File: src/rtl/alu_pkg.sv
// Shared opcode constants, sequencer state encoding and opcode helpers
// for the ALU operation sequencer.
package alu_pkg;

   localparam logic [2:0] OP_ADD  = 3'd0;
   localparam logic [2:0] OP_SUB  = 3'd1;
   localparam logic [2:0] OP_XOR  = 3'd2;
   localparam logic [2:0] OP_SLT  = 3'd3;
   localparam logic [2:0] OP_AND  = 3'd4;
   localparam logic [2:0] OP_NAND = 3'd5;
   localparam logic [2:0] OP_NOR  = 3'd6;
   localparam logic [2:0] OP_OR   = 3'd7;

   typedef enum logic [1:0] {
      IDLE   = 2'd0,
      SETTLE = 2'd1,
      DONE   = 2'd2
   } state_t;

   function automatic logic is_arith(input logic [2:0] op);
      return (op == OP_ADD) || (op == OP_SUB);
   endfunction

   // SLT has no datapath opcode of its own; it rides on the subtractor.
   function automatic logic [2:0] alu_opcode(input logic [2:0] op);
      return (op == OP_SLT) ? OP_SUB : op;
   endfunction

endpackage

File: src/rtl/alu_settle_timer.sv
// Down-counter that times how long the ALU inputs have been held stable;
// expired is high once the count has reached zero.
module alu_settle_timer #(
   parameter int CNT_W = 8
) (
   input  logic             clk,
   input  logic             reset,
   input  logic             load,
   input  logic [CNT_W-1:0] load_value,
   input  logic             enable,
   output logic             expired
);

   logic [CNT_W-1:0] cnt;

   always_ff @(posedge clk or posedge reset) begin
      if (reset) begin
         cnt <= '0;
      end else if (load) begin
         cnt <= load_value;
      end else if (enable && (cnt != '0)) begin
         cnt <= cnt - CNT_W'(1);
      end
   end

   assign expired = (cnt == '0);

endmodule

File: src/rtl/alu_op_sequencer.sv
// Multi-cycle controller in front of the combinational ripple ALU: registers
// one request, waits for the carry chain to settle, then captures the response.
module alu_op_sequencer
   import alu_pkg::*;
#(
   parameter int SETTLE_CYCLES = 4,
   parameter int CNT_W         = 8
) (
   input  logic        clk,
   input  logic        reset,
   input  logic        req_valid,
   output logic        req_ready,
   input  logic [2:0]  req_op,
   input  logic [31:0] req_a,
   input  logic [31:0] req_b,
   output logic [31:0] alu_a,
   output logic [31:0] alu_b,
   output logic [2:0]  alu_op,
   input  logic [31:0] alu_res,
   input  logic        alu_carryout,
   input  logic        alu_overflow,
   output logic        rsp_valid,
   input  logic        rsp_ready,
   output logic [31:0] rsp_result,
   output logic        rsp_carryout,
   output logic        rsp_overflow,
   output logic        rsp_zero,
   output logic        busy
);

   localparam logic [CNT_W-1:0] SETTLE_LOAD = CNT_W'(SETTLE_CYCLES - 1);

   state_t      state;
   logic [2:0]  op_q;
   logic        accept;
   logic        expired;
   logic [31:0] cap_result;
   logic        cap_carryout;
   logic        cap_overflow;

   assign req_ready = !reset && ((state == IDLE) || ((state == DONE) && rsp_ready));
   assign accept    = req_valid && req_ready;
   assign busy      = (state != IDLE);

   alu_settle_timer #(
      .CNT_W (CNT_W)
   ) u_timer (
      .clk        (clk),
      .reset      (reset),
      .load       (accept),
      .load_value (SETTLE_LOAD),
      .enable     (state == SETTLE),
      .expired    (expired)
   );

   // SLT: sign of (a - b) corrected by signed overflow gives a < b.
   always_comb begin
      cap_result   = alu_res;
      cap_carryout = 1'b0;
      cap_overflow = 1'b0;
      if (is_arith(op_q)) begin
         cap_carryout = alu_carryout;
         cap_overflow = alu_overflow;
      end else if (op_q == OP_SLT) begin
         cap_result = {31'b0, alu_res[31] ^ alu_overflow};
      end
   end

   always_ff @(posedge clk or posedge reset) begin
      if (reset) begin
         state        <= IDLE;
         op_q         <= '0;
         alu_a        <= '0;
         alu_b        <= '0;
         alu_op       <= '0;
         rsp_valid    <= 1'b0;
         rsp_result   <= '0;
         rsp_carryout <= 1'b0;
         rsp_overflow <= 1'b0;
         rsp_zero     <= 1'b0;
      end else begin
         if (accept) begin
            alu_a  <= req_a;
            alu_b  <= req_b;
            alu_op <= alu_opcode(req_op);
            op_q   <= req_op;
         end
         case (state)
            IDLE: begin
               if (accept) state <= SETTLE;
            end
            SETTLE: begin
               if (expired) begin
                  rsp_result   <= cap_result;
                  rsp_carryout <= cap_carryout;
                  rsp_overflow <= cap_overflow;
                  rsp_zero     <= (cap_result == '0);
                  rsp_valid    <= 1'b1;
                  state        <= DONE;
               end
            end
            DONE: begin
               if (rsp_ready) begin
                  rsp_valid <= 1'b0;
                  state     <= accept ? SETTLE : IDLE;
               end
            end
            default: state <= IDLE;
         endcase
      end
   end

endmodule
File: config.mk
export PLATFORM = sky130hd
export DESIGN_NAME = alu_op_sequencer
export DESIGN_NICKNAME = d
export VERILOG_FILES = /design/src/rtl/alu_pkg.sv /design/src/rtl/alu_settle_timer.sv /design/src/rtl/alu_op_sequencer.sv
export SDC_FILE = /design/constraint.sdc
export NUM_CORES = 1
export LEC_CHECK = 0
export BUFFER_PORTS_ARGS = -buffer_cell sky130_fd_sc_hd__buf_4
export CAP_MARGIN = 20
export CORE_ASPECT_RATIO = 1.4
export CORE_MARGIN = 2
export CORE_UTILIZATION = 44
export CTS_BUF_LIST = sky130_fd_sc_hd__clkbuf_8
export CTS_CLUSTER_SIZE = 28
export DETAILED_ROUTE_END_ITERATION = 12
export PLACE_DENSITY = 0.78
export SYNTH_ARGS = -nofsm -noshare
export SYNTH_HDL_FRONTEND = slang
export SYNTH_SLANG_ARGS = --single-unit
File: constraint.sdc
create_clock -name clk -period 2.9 [get_ports clk]
set_input_delay 0 -clock clk [delete_from_list [all_inputs] [get_ports clk]]
set_output_delay 0 -clock clk [all_outputs]
set_load 0.02 [all_outputs]
==> impl_metrics.py <==
metrics = {
    "worst_setup_path": {
        "crit_family": "buffers and inverters",
        "cp_slowest_stage_delay_ns": 0.59,
        "r2r_setup_slack_ns": 0.79,
        "cp_slowest_cell": "dlygate4sd3_1",
        "crit_chain": "a2111oi_4 > buf_12 > nand3_1 > dlygate4sd3_1 > o21ai_0",
        "endpoint_kind": "flip-flop",
        "crit_type": "reg -> reg",
        "reg2regPathDepth": 5,
        "worstPathMaxFanout": 80,
        "worstPathRequired_ns": 3.23,
        "startpoint_type": "flip-flop",
        "r2r_start": "state[1]",
        "rr_endpoint": "alu_op[1]",
        "cp.buffers_inverters": 2,
        "cp.arrival_ns": 2.44,
        "crit_start": "state[1]",
    },
    "placed_design": {
        "numPortBuffers": 209,
        "dpl.cell_count": 706,
        "dp_hpwl_um": 8500,
        "place_congestion": 0.846,
    },
    "drt": {
        "drtAntennaViolNets": 0,
        "firstDrtPassIters": 4,
        "vias_per_cell": 5.00,
        "drtIter0Drc": 190,
        "drc": 0,
        "routedWlPerCell_um": 17.2,
        "vias": 4213,
        "drt-total-wl_um": 14500,
    },
    "clocking": {
        "cts_sinks": 116,
        "clock-root-buffer": "clkbuf_8",
        "clk_pin_slew_worst_paths_ns": 0.07,
        "clk_latency_ns": 0.42,
        "numCtsBuffers": 17,
        "cts_tree": "built",
        "cts_resized": 0,
        "clk_path_buf_depth": 2,
        "cts_max_level": 4,
    },
    "global_routing": {
        "grt_overflow": 0,
        "grt_usage_pct": 25.4,
        "antenna_found_initial": 0,
        "grt_pass1_wl_um": 22800,
        "grt_pass1_vias": 4622,
        "grt_max_degree": 81,
    },
    "power": {
        "ir_drop_v": 0.000595,
        "pwr-share-seq_pct": 35.9,
        "p_per_area_nw_per_um2": 1060,
        "switching_share_pct": 38.2,
        "p_int_mw": 5.14,
        "power_switching_mw": 3.17,
        "p_comb_share_pct": 45.6,
        "p_clk_share_pct": 18.5,
        "p_leak_nw": 3.81,
    },
    "cells_and_area": {
        "nFillCells": 642,
        "final_nets": 799,
        "final_common_cell": "buf_4",
        "area_delta_synth_final_pct": 66.7,
        "antenna_cells": 0,
        "mostFrequentLayoutCells": "buf_4, dfrtp_1, dlygate4sd3_1",
        "drive_above_1_share_pct": 45.5,
        "finalNonFillerCells": 842,
    },
    "synth": {
        "synth_seq_cells": 116,
        "synth_top_cell_area_share_pct": 61.5,
        "synthDistinctLibCells": 33,
        "syn_area_sq_um": 4720,
        "synth_top_cell_by_area": "dfrtp_1",
        "syn_avg_cell_area_sq_um": 12.7,
        "ys.warnings.count": 0,
        "seq_area_frac_synth_pct": 61.5,
        "netlist_instances": 372,
        "synthTopCellsByArea": "dfrtp_1, mux2_2, nand2_1",
        "syn-num-nets": 479,
    },
    "sta": {
        "min_period_over_period_pct": 72.7,
        "relSlewSlack_pct": 58.4,
        "setup_tns_ns": 0,
        "hold_viol": 0,
        "fin_worst_skew_ns": 0.0107,
        "worst_slew_pin_slew_ns": 0.623,
        "min_period_ns": 2.11,
        "setup_viol_count_final": 0,
        "timing.hold.ws_ns": 0.0541,
        "rsz0062_at_grt": "false",
        "maxSlewViolCount": 0,
        "max_freq_mhz": 474,
    },
    "job": {
        "maxCapViolCount": 0,
    },
    "floorplanning": {
        "num_io_pins": 210,
        "die_y_um": 127,
        "rows": 44,
        "core_area_sq_um": 10400,
        "initial_core_util_pct": 45.4,
        "dieArea_sq_um": 11600,
        "dieWidth_um": 91.6,
    },
    "min_path": {
        "hold_path_class": "in -> async",
    },
    "outcome": {
        "status": "finished clean",
    },
}
## cell type report
type	instances	area, sq um	area share (%)
clock buffers	20	275	3.50
multi-input cells	232	1670	21.2
repair buffers	319	2690	34.2
clock inverters	11	134	1.70
well taps	138	173	2.19
flip-flops and latches	116	2900	36.9
inverters	6	26.3	0.334
## power by group through the flow
stage	clock (mW)	combinational, mW	sequential (mW)
after CTS	1.56	3.75	2.96
after global routing	1.65	4.02	3.08
final	1.54	3.79	2.98
after detailed placement	0	3.64	2.96
after floorplan	0	1.14	3.80
after global placement	0	3.53	2.92
## cells by family (layout without fill, tap and decap cells)
| group | Yosys count | in the layout | share of synthesized area, % |
|---|---|---|---|
| mux | 75 | 75 | 18.3 |
| simple gates | 107 | 107 | 10.5 |
| flops | 116 | 116 | 61.5 |
| buf+inv | 24 | 356 | 3.21 |
| compound gates | 46 | 46 | 5.59 |
| xor+xnor | 2 | 2 | 0.371 |
| fa+ha+maj | 2 | 2 | 0.530 |
## routing by layer
| layer | vias to the layer above | global-route usage [%] | part of all wire, % |
|---|---|---|---|
| met1 | 2052 | 25.8 | 34 |
| met3 | 47 | 8.19 | 5.9 |
| met2 | 191 | 46.4 | 56 |
| met4 | 0 | 12.4 | 3.8 |
| met5 | - | 0 | 0 |
| li1 | 1923 | - | - |
## per-stage QoR
| step | util, % | worst slack, ns | power [mW] | area [sq um] |
|---|---|---|---|---|
| 5_1_grt | 75.6 | 0.715 | 8.75 | 7870 |
| 2_1_floorplan | - | 1.19 | 4.94 | 4730 |
| 3_5_place_dp | 61.5 | 0.972 | 6.60 | 6400 |
| 6_report | 75.6 | 0.792 | 8.31 | 7870 |
| 4_1_cts | 75.5 | 0.814 | 8.27 | 7850 |
| 3_3_place_gp | 61.5 | 1.11 | 6.45 | 6400 |
## flip-flops by register name, summed over array words and instances (netlist names)
| signal | cells |
|---|---|
| alu_a | 32 |
| alu_b | 32 |
| rsp_result | 32 |
| u_timer.cnt | 8 |
| alu_op | 3 |
| op_q | 3 |
| state | 2 |
| rsp_carryout | 1 |
| rsp_overflow | 1 |
| rsp_valid | 1 |
| rsp_zero | 1 |
## cells in the mapped netlist
cell / number
or4_1: 1
inv_1: 6
a2111oi_4: 1
nor4_4: 1
buf_6: 8
mux2i_1: 4
or2_2: 2
a22o_1: 1
nor2_1: 7
mux2_2: 63
nand2b_1: 5
mux2_4: 7
nand3_1: 4
nor4_1: 8
nand2_1: 68
xor2_1: 1
mux2_1: 1
or4b_1: 1
nand4_1: 3
nor3_1: 3
clkbuf_1: 9
xnor2_1: 1
o21ai_0: 38
a211oi_1: 2
nor3b_1: 1
or3_1: 1
dfrtp_1: 116
buf_2: 1
a21oi_1: 3
a21boi_1: 1
ha_1: 2
nor2b_1: 1
nand3b_1: 1
## worst reg2reg max path, stage by stage, from the launching register on
cell and delay [ns]:
dfrtp_1 0.45, a2111oi_4 0.37, buf_12 0.39, nand3_1 0.15, dlygate4sd3_1 0.59, o21ai_0 0.08
## how the worst max path moves through the flow
| stage | slack [ns] | end | depth (start not counted) |
|---|---|---|---|
| floorplan | 1.19 | alu_a[0] | 3 |
| global placement | 1.11 | rsp_result[27] | 5 |
| detailed placement | 0.97 | rsp_result[18] | 5 |
| CTS | 0.81 | alu_op[1] | 5 |
| global route | 0.72 | rsp_result[20] | 5 |
| finish | 0.79 | alu_op[1] | 5 |
## timing repair
item,4_1_cts,5_1_grt
hold endpoints to repair,149,0
hold buffers,104,0
setup buffers,0,0
Note: power is estimated with default switching activity, not from simulation.
